$ cat config.mk
export PLATFORM = sky130hd
export DESIGN_NAME = cam_pixel_packetizer
export DESIGN_NICKNAME = d
export VERILOG_FILES = /design/src/rtl/cam_pixel_packetizer.sv
export SDC_FILE = /design/constraint.sdc
export NUM_CORES = 1
export LEC_CHECK = 0
export ABC_CLOCK_PERIOD_IN_PS = 3800
export CAP_MARGIN = 20
export CORE_MARGIN = 3
export CORE_UTILIZATION = 54
export CTS_BUF_LIST = sky130_fd_sc_hd__clkbuf_16
export DETAILED_ROUTE_END_ITERATION = 10
export GPL_ROUTABILITY_DRIVEN = 0
export MAX_ROUTING_LAYER = met4
export PLACE_DENSITY = 0.78
export SLEW_MARGIN = 20
export SYNTH_ARGS = -nofsm -noshare
export SYNTH_HDL_FRONTEND = slang
export SYNTH_SLANG_ARGS = --single-unit
$ cat constraint.sdc
create_clock -name clk_clk -period 3.8 [get_ports clk_clk]
set_clock_uncertainty 0.15 [all_clocks]
set_input_delay 0.76 -clock clk_clk [delete_from_list [all_inputs] [get_ports clk_clk]]
set_output_delay 0.76 -clock clk_clk [all_outputs]
set_load 0.02 [all_outputs]
$ cat src/rtl/cam_pixel_packetizer.sv
// Camera RGB565 to Avalon-ST 30-bit video packetizer with show-ahead FIFO and frame padding.
// Optional colour-bar generator enabled by defining CAM_PKT_TEST_PATTERN_EN.
module cam_pixel_packetizer #(
    parameter int unsigned FRAME_W    = 320,
    parameter int unsigned FRAME_H    = 240,
    parameter int unsigned FIFO_DEPTH = 16
) (
    input  logic        clk_clk,
    input  logic        reset_reset_n,
    input  logic        frame_start,
    input  logic        pix_valid,
    input  logic [15:0] pix_data,
    output logic [29:0] st_data,
    output logic        st_valid,
    input  logic        st_ready,
    output logic        st_sop,
    output logic        st_eop,
    output logic        overflow,
    input  logic        test_pattern
);

    localparam int unsigned TOTAL = FRAME_W * FRAME_H;
    localparam int unsigned CNT_W = (TOTAL > 1) ? $clog2(TOTAL) : 1;
    localparam int unsigned PTR_W = (FIFO_DEPTH > 1) ? $clog2(FIFO_DEPTH) : 1;
    localparam logic [CNT_W-1:0] LAST_PIX = CNT_W'(TOTAL - 1);

    typedef enum logic [1:0] {StIdle, StActive, StFlush} state_e;

    state_e           state_q, state_d;
    logic [CNT_W-1:0] cnt_q, cnt_d;
    logic             overflow_q, overflow_d;

    logic [31:0]      mem_q [FIFO_DEPTH];
    logic [PTR_W-1:0] wr_ptr_q, rd_ptr_q;
    logic [PTR_W:0]   count_q;
    logic             empty, full, pop, room;
    logic             wr_en;
    logic [29:0]      wr_data;
    logic [31:0]      wr_entry, head;
    logic             first_pix, last_pix;
    logic [29:0]      pix_wide, pix_word;

    assign empty = (count_q == '0);
    assign full  = (count_q == (PTR_W + 1)'(FIFO_DEPTH));
    assign pop   = !empty && st_ready;
    // A pop in the same cycle frees the slot, so a full FIFO can still accept.
    assign room  = !full || pop;

    assign first_pix = (cnt_q == '0);
    assign last_pix  = (cnt_q == LAST_PIX);

    assign pix_wide = {pix_data[15:11], pix_data[15:11],
                       pix_data[10:5],  pix_data[10:7],
                       pix_data[4:0],   pix_data[4:0]};

`ifdef CAM_PKT_TEST_PATTERN_EN
    logic [2:0]  bar_idx;
    logic [29:0] bar_data;

    always_comb begin
        bar_idx = 3'(((32'(cnt_q) % FRAME_W) * 8) / FRAME_W);
        // Bar order white..black: R off for bars 2,3,6,7; G off for 4..7; B off for odd bars.
        bar_data = {{10{~bar_idx[1]}}, {10{~bar_idx[2]}}, {10{~bar_idx[0]}}};
        pix_word = test_pattern ? bar_data : pix_wide;
    end
`else
    logic unused_test_pattern;
    assign unused_test_pattern = test_pattern;
    assign pix_word = pix_wide;
`endif

    always_comb begin
        state_d    = state_q;
        cnt_d      = cnt_q;
        overflow_d = overflow_q;
        wr_en      = 1'b0;
        wr_data    = '0;
        unique case (state_q)
            StIdle: begin
                if (frame_start) begin
                    state_d = StActive;
                    cnt_d   = '0;
                end
            end
            StActive: begin
                if (frame_start) begin
                    if (!first_pix) state_d = StFlush;
                end else if (pix_valid) begin
                    if (room) begin
                        wr_en   = 1'b1;
                        wr_data = pix_word;
                    end else begin
                        overflow_d = 1'b1;
                        state_d    = StFlush;
                    end
                end
            end
            StFlush: begin
                wr_en = room;
            end
            default: state_d = StIdle;
        endcase
        if (wr_en) begin
            cnt_d = last_pix ? '0 : cnt_q + 1'b1;
            if (last_pix) state_d = StIdle;
        end
    end

    assign wr_entry = {first_pix, last_pix, wr_data};

    always_ff @(posedge clk_clk or negedge reset_reset_n) begin
        if (!reset_reset_n) begin
            state_q    <= StIdle;
            cnt_q      <= '0;
            overflow_q <= 1'b0;
            wr_ptr_q   <= '0;
            rd_ptr_q   <= '0;
            count_q    <= '0;
        end else begin
            state_q    <= state_d;
            cnt_q      <= cnt_d;
            overflow_q <= overflow_d;
            if (wr_en) wr_ptr_q <= wr_ptr_q + 1'b1;
            if (pop)   rd_ptr_q <= rd_ptr_q + 1'b1;
            count_q <= count_q + (PTR_W + 1)'(wr_en) - (PTR_W + 1)'(pop);
        end
    end

    always_ff @(posedge clk_clk) begin
        if (wr_en) mem_q[wr_ptr_q] <= wr_entry;
    end

    assign head     = mem_q[rd_ptr_q];
    assign st_valid = !empty;
    assign st_sop   = !empty && head[31];
    assign st_eop   = !empty && head[30];
    assign st_data  = empty ? '0 : head[29:0];
    assign overflow = overflow_q;

endmodule
# Word level (Yosys, flattened, before mapping)
# Memories as Yosys holds them, arrays and structs flattened.
# Index checks and enable logic that the tools add are counted.
totals:
  output_inout_bits: 34
  register_bits: 33
  wordCells: 54
  n_memories: 1
  latchBits: 0
  rom_bits: 0
  ram_bits: 512
op_classes:
  multipliers: 0
  mux: 23
  n_lt_le_gt_ge: 0
  n_shift: 0
  n_div: 0
  reduce_logical: 13
  add_sub_neg: 5
  n_eq_ne: 4
  bitwise: 2
memory_table:
  columns: ["memory", "depth", "word_bits", "read_ports", "rd_clocked_by_memory_dff", "wr", "line", "rtl"]
  rows:
  - ["mem_q", 16, 32, 1, 0, 1, "33", "logic [31:0] mem_q [FIFO_DEPTH];"]
ops:
  columns: ["cell", "count"]
  rows:
  - ["2-to-1 mux 30 bit", 5]
  - ["2-to-1 mux 17 bit", 4]
  - ["adder 17 x 1 -> 17 bit (second input constant)", 1]
  - ["== test 17 bit (second input constant)", 1]
  - ["logical NOT 17 bit", 1]
  - ["2-to-1 mux 2 bit", 7]
  - ["adder 4 x 1 -> 4 bit (second input constant)", 2]
  - ["one-hot mux 2 bit (3 select lines)", 1]
  - ["adder 5 x 1 -> 5 bit", 1]
  - ["== test 5 bit (second input constant)", 1]
  - ["logical NOT 5 bit", 1]
  - ["2-to-1 mux 1 bit", 5]
  - ["subtractor 5 x 1 -> 5 bit", 1]
  - ["AND reduction 4 bit", 1]
  - ["nonzero test 2 bit", 2]
  - ["logical AND 1 bit", 3]
  - ["== test 2 x 1 -> 1 bit (second input constant)", 1]
  - ["== test 2 bit (second input constant)", 1]
  - ["logical NOT 1 bit", 2]
  - ["logical NOT 2 bit", 1]
  - ["NOT 1 bit", 2]
  - ["one-hot mux 1 bit (2 select lines)", 1]
  - ["AND reduction 2 bit", 1]
  - ["logical OR 1 bit", 1]

# Logic depth before layout (Yosys ltp)
# Gate-level depths: netlist of the first run.
logic_depth:
  ltp_word: 10
  depth_mapped: 16

# Worst setup path after synthesis of the first run
# OpenSTA, ideal clock, no wires.
synth_path:
  path_type: "input to register"
  startpoint: "input port frame_start"
  endpoint: "memory mem_q[0][14] (enable)"
  path_slack_ps: 69
  path_buffers: 1
  cell_stages: 5
  t_arrival_ps: 3142
  setup_time_ps: 439
  path_cell_list: "and3b_2 o221a_4 inv_4 buf_6 nor4_1"
synth_between:
  elab_chain_len: 4
synth_lines:
  columns: ["item", "line", "rtl"]
  rows:
  - ["start: declaration", "10", "input logic frame_start,"]
  - ["2-to-1 mux 1 bit", "86", "if (frame_start) begin"]
  - ["one-hot mux 1 bit (2 select lines)", "78", "unique case (state_q)"]
  - ["2-to-1 mux 1 bit", "130", "if (wr_en) mem_q[wr_ptr_q] <= wr_entry;"]
  - ["2-to-1 mux 1 bit (not written as such)", "130", null]
  - ["end: declaration", "33", null]
# Every way passes these cells.

# Worst setup path in the final report of the first run
layout_path:
  startpoint: "register count_q[2]"
  endpoint: "output port st_data[8]"
layout_between:
  elab_chain_len: 2
layout_lines:
  columns: ["item", "line", "rtl"]
  rows:
  - ["start: declaration", "35", "logic [PTR_W:0] count_q;"]
  - ["start signal: assignment", "125", "count_q <= count_q + (PTR_W + 1)'(wr_en) - (PTR_W + 1)'(pop);"]
  - ["logical NOT 5 bit", "43", "assign empty = (count_q == '0);"]
  - ["2-to-1 mux 30 bit", "137", "assign st_data = empty ? '0 : head[29:0];"]
  - ["end: declaration", "13", "output logic [29:0] st_data,"]
# Every way passes these cells.

==> out/summary.log, run 1 <==
[sta] count of final max-slew check failures 0
[sta] transition time of the tightest slew-check pin 0.699 ns
[setup_path] category of the worst setup path launch point flip-flop
[logic_synthesis] most frequently used cell type in the post-synthesis netlist sky130_fd_sc_hd__edfxtp_1
[setup_path] category of the most critical setup path reg2out
[final_layout] Diodes inserted 0
[logic_synthesis] simple-gate portion of the synthesized area 4.75%
[final_layout] fraction of layout cells with a size suffix above 1 22.3%
[logic_synthesis] number of warning messages in the yosys log 0
[placed_design] half-perimeter wire length after detailed placement 15700 um
[sta] maximum operating frequency 0.276 GHz
[floorplanning] area of the die 0.0263 mm2
[clock_network] number of hold buffers added after CTS 0
[global_route] largest net degree at the start of global routing 31
[detailed_routing] wire per inst 25.1 um
[pwr] Leak Pwr 5.27 nW
[floorplanning] die extent in y 162 um
[final_layout] number of cells in the finished layout apart from fillers 1117
[logic_synthesis] number of enable flip-flop cells after synthesis 288
[logic_synthesis] area share of the largest cell type after synthesis 65.7%
[final_layout] area taken by flip-flops and latches 0.00948 mm2
[placed_design] area of placed instances 0.0143 mm2
[logic_synthesis] adder and majority gate portion of the synthesized area 1.77%
[logic_synthesis] fraction of registers with async set or reset after synthesis 10.3%
[detailed_routing] routed wire length on met3 2040 um
[floorplanning] starting density of the core 55.6%
[logic_synthesis] mux cell area share after synthesis 15.2%
[floorplanning] area of the placeable core 0.0237 mm2
[setup_path] WP data required 2.89 ns
[logic_synthesis] synthesized cell area 0.0132 mm2
[pwr] power after layout 11.3 mW
[sta] setup repair after global routing missed its margin no
[sta] portion of the clock cycle consumed by the worst path in the final layout 95.4%
[clock_network] number of sinks handled by clock tree synthesis 321
[setup_path] Worst EP arrival 2.72 ns
[sta] minimum clock period 3.63 ns
[logic_synthesis] post-synthesis sequential element count 321
[sta] Final Hold Vio Count 0
[floorplanning] total number of placement rows 56
[final_layout] multi-input logic area 0.00339 mm2
[pwr] IR drop worst, VDD 0.000480 V
[detailed_routing] wire length on met2 14900 um
[detailed_routing] detailed-route wire length on metal 1 10600 um
[sta] final-layout worst hold slack 0.327 ns
[logic_synthesis] synthesized-area fraction occupied by xor and xnor cells 0.931%
[floorplanning] Horiz. Die Dim 162 um
[clock_network] H-Tree Level Count 1
[clock_network] Root Buffer sky130_fd_sc_hd__clkbuf_16
[outcome] run status complete, no violations
[detailed_routing] Iter 0 DRT Violations 606
[detailed_routing] total vias in the final route 6839
[detailed_routing] DRC violation count after routing 0
[sta] final setup violating endpoints 0
[logic_synthesis] dominant combinational cell family by area after synthesis multiplexers
[logic_synthesis] average instance area after synthesis 18.8 um2
[detailed_routing] Routed Antenna Nets 0
[logic_synthesis] post-synthesis cell count 701
[detailed_routing] routed via count divided by cell count 6.12
[clock_network] number of CTS-inserted buffers 31
[logic_synthesis] cell type with the largest total area after synthesis sky130_fd_sc_hd__edfxtp_1
[detailed_routing] total wire length 28000 um
[detailed_routing] top metal layer carrying routed signals met4
[clock_network] clock edge transition at the registers on the reported setup and hold paths 0.06 ns
[final_layout] Area growth syn-to-layout 16.2%
[clock_network] clock latency reported for the late side of the worst-skew pair 0.55 ns
[logic_synthesis] number of unique standard cell types used by synthesis 51
[logic_synthesis] Post-synth top flop sky130_fd_sc_hd__edfxtp_1
[clock_network] CTS max path bufs 3
[sta] slew margin rel. 53.3%
[hold_path] class of the most critical hold timing path reg2reg
[sta] Setup Total Neg Slack 0 ns
[final_layout] # fillers 1627
[global_route] first-pass GRT wire length 42800 um
[logic_synthesis] Post-Synthesis Net Count 741
[sta] Final WS setup 0.174 ns
[final_layout] post-route cell area 0.0153 mm2
[placed_design] worst setup slack before clock tree synthesis 0.202 ns
[global_route] number of global-route vias before repair 7294
[run] max-cap viol count 0
[logic_synthesis] sequential-to-total area share from yosys stat 72.0%
[placed_design] Port Buffer Count 54
[logic_synthesis] top cells by area in the synthesized netlist sky130_fd_sc_hd__edfxtp_1, sky130_fd_sc_hd__mux4_2, sky130_fd_sc_hd__dfrtp_1
[global_route] GRT Total Usage 22.3%
[placed_design] total instance count after detailed placement 1057
[pwr] ratio of total power to cell area 736 mW/mm2
[setup_path] endpoint class of the critical path output port
[global_route] antenna violations before repair 0
[detailed_routing] DRT Pass-1 Iters 5
[final_layout] number of nets in the finished design 815
[logic_synthesis] post-synthesis compound-gate area fraction 2.70%
[logic_synthesis] most common library cells after synthesis sky130_fd_sc_hd__edfxtp_1, sky130_fd_sc_hd__mux4_2, sky130_fd_sc_hd__mux2i_1
[clock_network] clock tree from TritonCTS built
[global_route] total grt overflow 0
[floorplanning] num ports 56
[setup_path] CP max FO 18
[final_layout] final core area utilization 64.6%
[what timing repair did]
action                     CTS  global route
setup buffers                4             0
setup endpoints to repair   32             0
gates resized for setup     35             0
[critical path, stage by stage (launching register included)]
cell and delay, ns:
sky130_fd_sc_hd__dfrtp_1 0.39, sky130_fd_sc_hd__inv_1 0.09, sky130_fd_sc_hd__ha_1 0.15, sky130_fd_sc_hd__or3b_4 0.39
sky130_fd_sc_hd__or2_4 0.27, sky130_fd_sc_hd__nand2b_1 0.11, sky130_fd_sc_hd__buf_8 0.22, sky130_fd_sc_hd__o22ai_1 0.18
sky130_fd_sc_hd__dlygate4sd2_1 0.36
[cells in the final DEF, fill, tap and decap left out, types with 14 or more instances in the layout]
master / instances
sky130_fd_sc_hd__dfrtp_1: 30
sky130_fd_sc_hd__inv_1: 27
sky130_fd_sc_hd__and2_1: 18
sky130_fd_sc_hd__dlygate4sd2_1: 32
sky130_fd_sc_hd__ha_1: 17
sky130_fd_sc_hd__nand3_1: 14
sky130_fd_sc_hd__buf_12: 14
sky130_fd_sc_hd__o22ai_1: 18
sky130_fd_sc_hd__mux4_2: 72
sky130_fd_sc_hd__clkbuf_16: 31
sky130_fd_sc_hd__clkdlybuf4s50_1: 22
sky130_fd_sc_hd__edfxtp_1: 288
sky130_fd_sc_hd__buf_4: 15
sky130_fd_sc_hd__mux2i_1: 36
sky130_fd_sc_hd__nand2_1: 24
[cells by family after synthesis]
logic type                 count (synthesis)
xor gates and xnor gates                  14
DFF                                      321
and+or+nand+nor                          114
adders and majority gates                 18
buffers and inverters                     69
AOI/OAI and AO/OA                         56
muxes                                    109
[worst paths after layout]
kind	from	end	slack, ns	cells after the start
max	count_q[2]$_DFF_PN0_	st_data[8]	0.17	8
min	overflow$_DFFE_PN0P_	overflow$_DFFE_PN0P_	0.33	1
max reg2reg	count_q[2]$_DFF_PN0_	count_q[4]$_DFF_PN0_	0.67	15
min reg2reg	overflow$_DFFE_PN0P_	overflow$_DFFE_PN0P_	0.33	1
max in group asynchronous	reset_reset_n	cnt_q[15]$_DFFE_PN0P_	2.28	2
min in group asynchronous	reset_reset_n	rd_ptr_q[0]$_DFFE_PN0P_	0.49	1
[registers in the layout, indices dropped and copies added, names as in the netlist]
name,flops
state_q,2
rd_ptr_q,4
cnt_q,17
count_q,5
overflow,1
wr_ptr_q,4
mem_q,288
[power breakdown]
part,total [mW],internal [mW],switching [mW]
Clock,3.02,1.76,1.27
Sequential,4.39,4.12,0.276
Combinational,3.85,1.74,2.10
Total,11.3,7.62,3.64
[cell type report]
class                      instances  share of cell area [%]
clock buffer                      31                    5.07
clock inverter                    25                    1.54
timing repair buffer              85                    6.01
inverter                          25                   0.630
multi-input combinational        311                    22.2
tap                              319                    2.61
sequential                       321                    62.0
[per-layer routing]
metal,vias up,GRT usage [%]
li1,2934,-
met1,3586,28.3
met2,278,38.4
met3,41,3.55
met4,0,5.12
met5,-,-
Power figures use the tool's default switching activity.
==> run 2: changes to the inputs <==
--- a/config.mk
+++ b/config.mk
@@ -8,12 +8,13 @@
 export ABC_CLOCK_PERIOD_IN_PS = 3800
 export CAP_MARGIN = 20
 export CORE_MARGIN = 3
-export CORE_UTILIZATION = 54
+export CORE_UTILIZATION = 57
 export CTS_BUF_LIST = sky130_fd_sc_hd__clkbuf_16
 export DETAILED_ROUTE_END_ITERATION = 10
+export DONT_BUFFER_PORTS = 1
 export GPL_ROUTABILITY_DRIVEN = 0
 export MAX_ROUTING_LAYER = met4
-export PLACE_DENSITY = 0.78
+export PLACE_DENSITY = 0.77
 export SLEW_MARGIN = 20
 export SYNTH_ARGS = -nofsm -noshare
 export SYNTH_HDL_FRONTEND = slang
==> out/summary.log, run 2 (synthesized netlist as in run 1, its figures left out) <==
[global_route] GRT Total Usage 23.0%
[sta] final setup violating endpoints 0
[final_layout] Area growth syn-to-layout 11.6%
[setup_path] WP data required 2.89 ns
[sta] count of final max-slew check failures 0
[floorplanning] starting density of the core 59.2%
[final_layout] register bank with the most flops mem_q
[run] max-cap viol count 0
[floorplanning] total number of placement rows 54
[setup_path] source of the worst register-to-register timing path count_q[3]$_DFF_PN0_
[setup_path] internal reg-to-reg setup slack 0.64 ns
[setup_path] endpoint class of the critical path output port
[sta] slew margin rel. 48.8%
[hold_path] worst hold stages 2
[clock_network] clock latency reported for the late side of the worst-skew pair 0.54 ns
[pwr] IR drop worst, VDD 0.000432 V
[clock_network] cells resized by post-CTS repair 0
[final_layout] fraction of layout cells with a size suffix above 1 24.8%
[placed_design] Port Buffer Count 0
[global_route] antenna violations before repair 1
[hold_path] hold worst-path end state_q[1]$_DFF_PN0_
[final_layout] # fillers 1416
[clock_network] number of hold buffers added after CTS 2
[clock_network] postcts setup bufs 0
[floorplanning] Horiz. Die Dim 158 um
[sta] transition time of the tightest slew-check pin 0.764 ns
[detailed_routing] routed via count divided by cell count 6.41
[final_layout] area taken by flip-flops and latches 0.00948 mm2
[sta] Final Hold Vio Count 0
[final_layout] largest registers in the final layout mem_q: 288 flops, cnt_q: 17 flops, count_q: 5 flops
[pwr] Leak Pwr 5.03 nW
[detailed_routing] total wire length 27000 um
[setup_path] category of the worst setup path launch point flip-flop
[floorplanning] num ports 56
[pwr] ratio of total power to cell area 730 mW/mm2
[clock_network] CTS max path bufs 3
[final_layout] multi-input logic area 0.00339 mm2
[clock_network] clock tree from TritonCTS built
[floorplanning] area of the die 0.0250 mm2
[outcome] run status complete, no violations
[setup_path] CP max FO 18
[clock_network] number of sinks handled by clock tree synthesis 321
[global_route] largest net degree at the start of global routing 41
[detailed_routing] total vias in the final route 6656
[setup_path] Register-to-Register Path Depth 15
[detailed_routing] Routed Antenna Nets 0
[clock_network] number of CTS-inserted buffers 31
[hold_path] start point of the worst hold path frame_start
[sta] portion of the clock cycle consumed by the worst path in the final layout 95.5%
[floorplanning] die extent in y 158 um
[detailed_routing] DRT Pass-1 Iters 5
[clock_network] Root Buffer sky130_fd_sc_hd__clkbuf_16
[placed_design] half-perimeter wire length after detailed placement 15400 um
[detailed_routing] DRC violation count after routing 0
[final_layout] number of nets in the finished design 777
[global_route] number of global-route vias before repair 6806
[global_route] first-pass GRT wire length 41200 um
[setup_path] Worst EP arrival 2.72 ns
[setup_path] endpoint of the most critical register-to-register path count_q[4]$_DFF_PN0_
[sta] Setup Total Neg Slack 0 ns
[final_layout] max reg flops 288
[final_layout] highest-count cells in the layout ignoring fill and taps sky130_fd_sc_hd__edfxtp_1, sky130_fd_sc_hd__mux4_2, sky130_fd_sc_hd__buf_4
[global_route] total grt overflow 0
[sta] setup repair after global routing missed its margin no
[clock_network] H-Tree Level Count 1
[final_layout] post-route cell area 0.0147 mm2
[detailed_routing] Iter 0 DRT Violations 630
[clock_network] clock edge transition at the registers on the reported setup and hold paths 0.06 ns
[sta] minimum clock period 3.63 ns
[sta] maximum operating frequency 0.276 GHz
[hold_path] class of the most critical hold timing path in2reg
[floorplanning] area of the placeable core 0.0222 mm2
[final_layout] commonest non-fill, non-tap cell in the layout sky130_fd_sc_hd__edfxtp_1
[placed_design] area of placed instances 0.0137 mm2
[setup_path] category of the most critical setup path reg2out
[detailed_routing] wire per inst 26.0 um
run 2: report_power, final:
group          switching [mW]  internal (mW)
clock network            1.21           1.60
logic                    2.00           1.50
registers               0.298           4.12
run 2: layout make-up:
type / instances / share of cell area [%]
clock buffers: 31 / 5.28
multi-input cells: 311 / 23.1
repair buffers: 47 / 3.01
clock inverters: 22 / 1.05
flip-flops and latches: 321 / 64.5
inverters: 25 / 0.656
well taps: 280 / 2.38
diodes: 1 / 0.0170
run 2: worst max-delay path by stage:
stage / start / to
6_report: count_q[3]$_DFF_PN0_ / st_data[23]
3_5_place_dp: count_q[3]$_DFF_PN0_ / count_q[4]$_DFF_PN0_
4_1_cts: rd_ptr_q[0]$_DFFE_PN0P_ / st_data[2]
2_1_floorplan: frame_start / mem_q[0][14]$_DFFE_PP_
3_3_place_gp: count_q[3]$_DFF_PN0_ / count_q[4]$_DFF_PN0_
5_1_grt: count_q[2]$_DFF_PN0_ / st_data[11]
run 2: critical path: stages (launching register included):
cell and delay [ns]:
sky130_fd_sc_hd__dfrtp_1 0.40, sky130_fd_sc_hd__inv_1 0.10, sky130_fd_sc_hd__ha_1 0.15, sky130_fd_sc_hd__or3b_4 0.39, sky130_fd_sc_hd__or2_4 0.29, sky130_fd_sc_hd__nand2_1 0.10, sky130_fd_sc_hd__buf_4 0.35, sky130_fd_sc_hd__o22ai_1 0.18
sky130_fd_sc_hd__buf_4 0.21
run 2: layer usage:
layer  global-route usage [%]  part of all wire (%)
met5                        -                     0
met2                     36.8                    50
met3                     3.44                   8.3
met4                     5.24                   1.9
met1                     32.2                    40
run 2: through the flow:
stage / utilization, % / hold slack, ns / std cells / worst slack (ns) / power (mW)
final: 66.1 / 0.233 / 1038 / 0.172 / 10.7
after detailed placement: 61.8 / 0.315 / 982 / 0.636 / 8.00
after global placement: 61.8 / 0.316 / 982 / 0.684 / 7.87
after CTS: 66.1 / 0.216 / 1037 / 0.150 / 10.8
after floorplan: - / 0.314 / 701 / 0.0690 / 7.21
after global routing: 66.1 / 0.225 / 1038 / 0.0653 / 11.2
==> run 3: changes to the inputs <==
--- a/config.mk
+++ b/config.mk
@@ -19,3 +19,4 @@
 export SYNTH_ARGS = -nofsm -noshare
 export SYNTH_HDL_FRONTEND = slang
 export SYNTH_SLANG_ARGS = --single-unit
+export TNS_END_PERCENT = 30
==> results of run 3 <==
The final DEF is identical to that of run 2; final timing and power are the same.
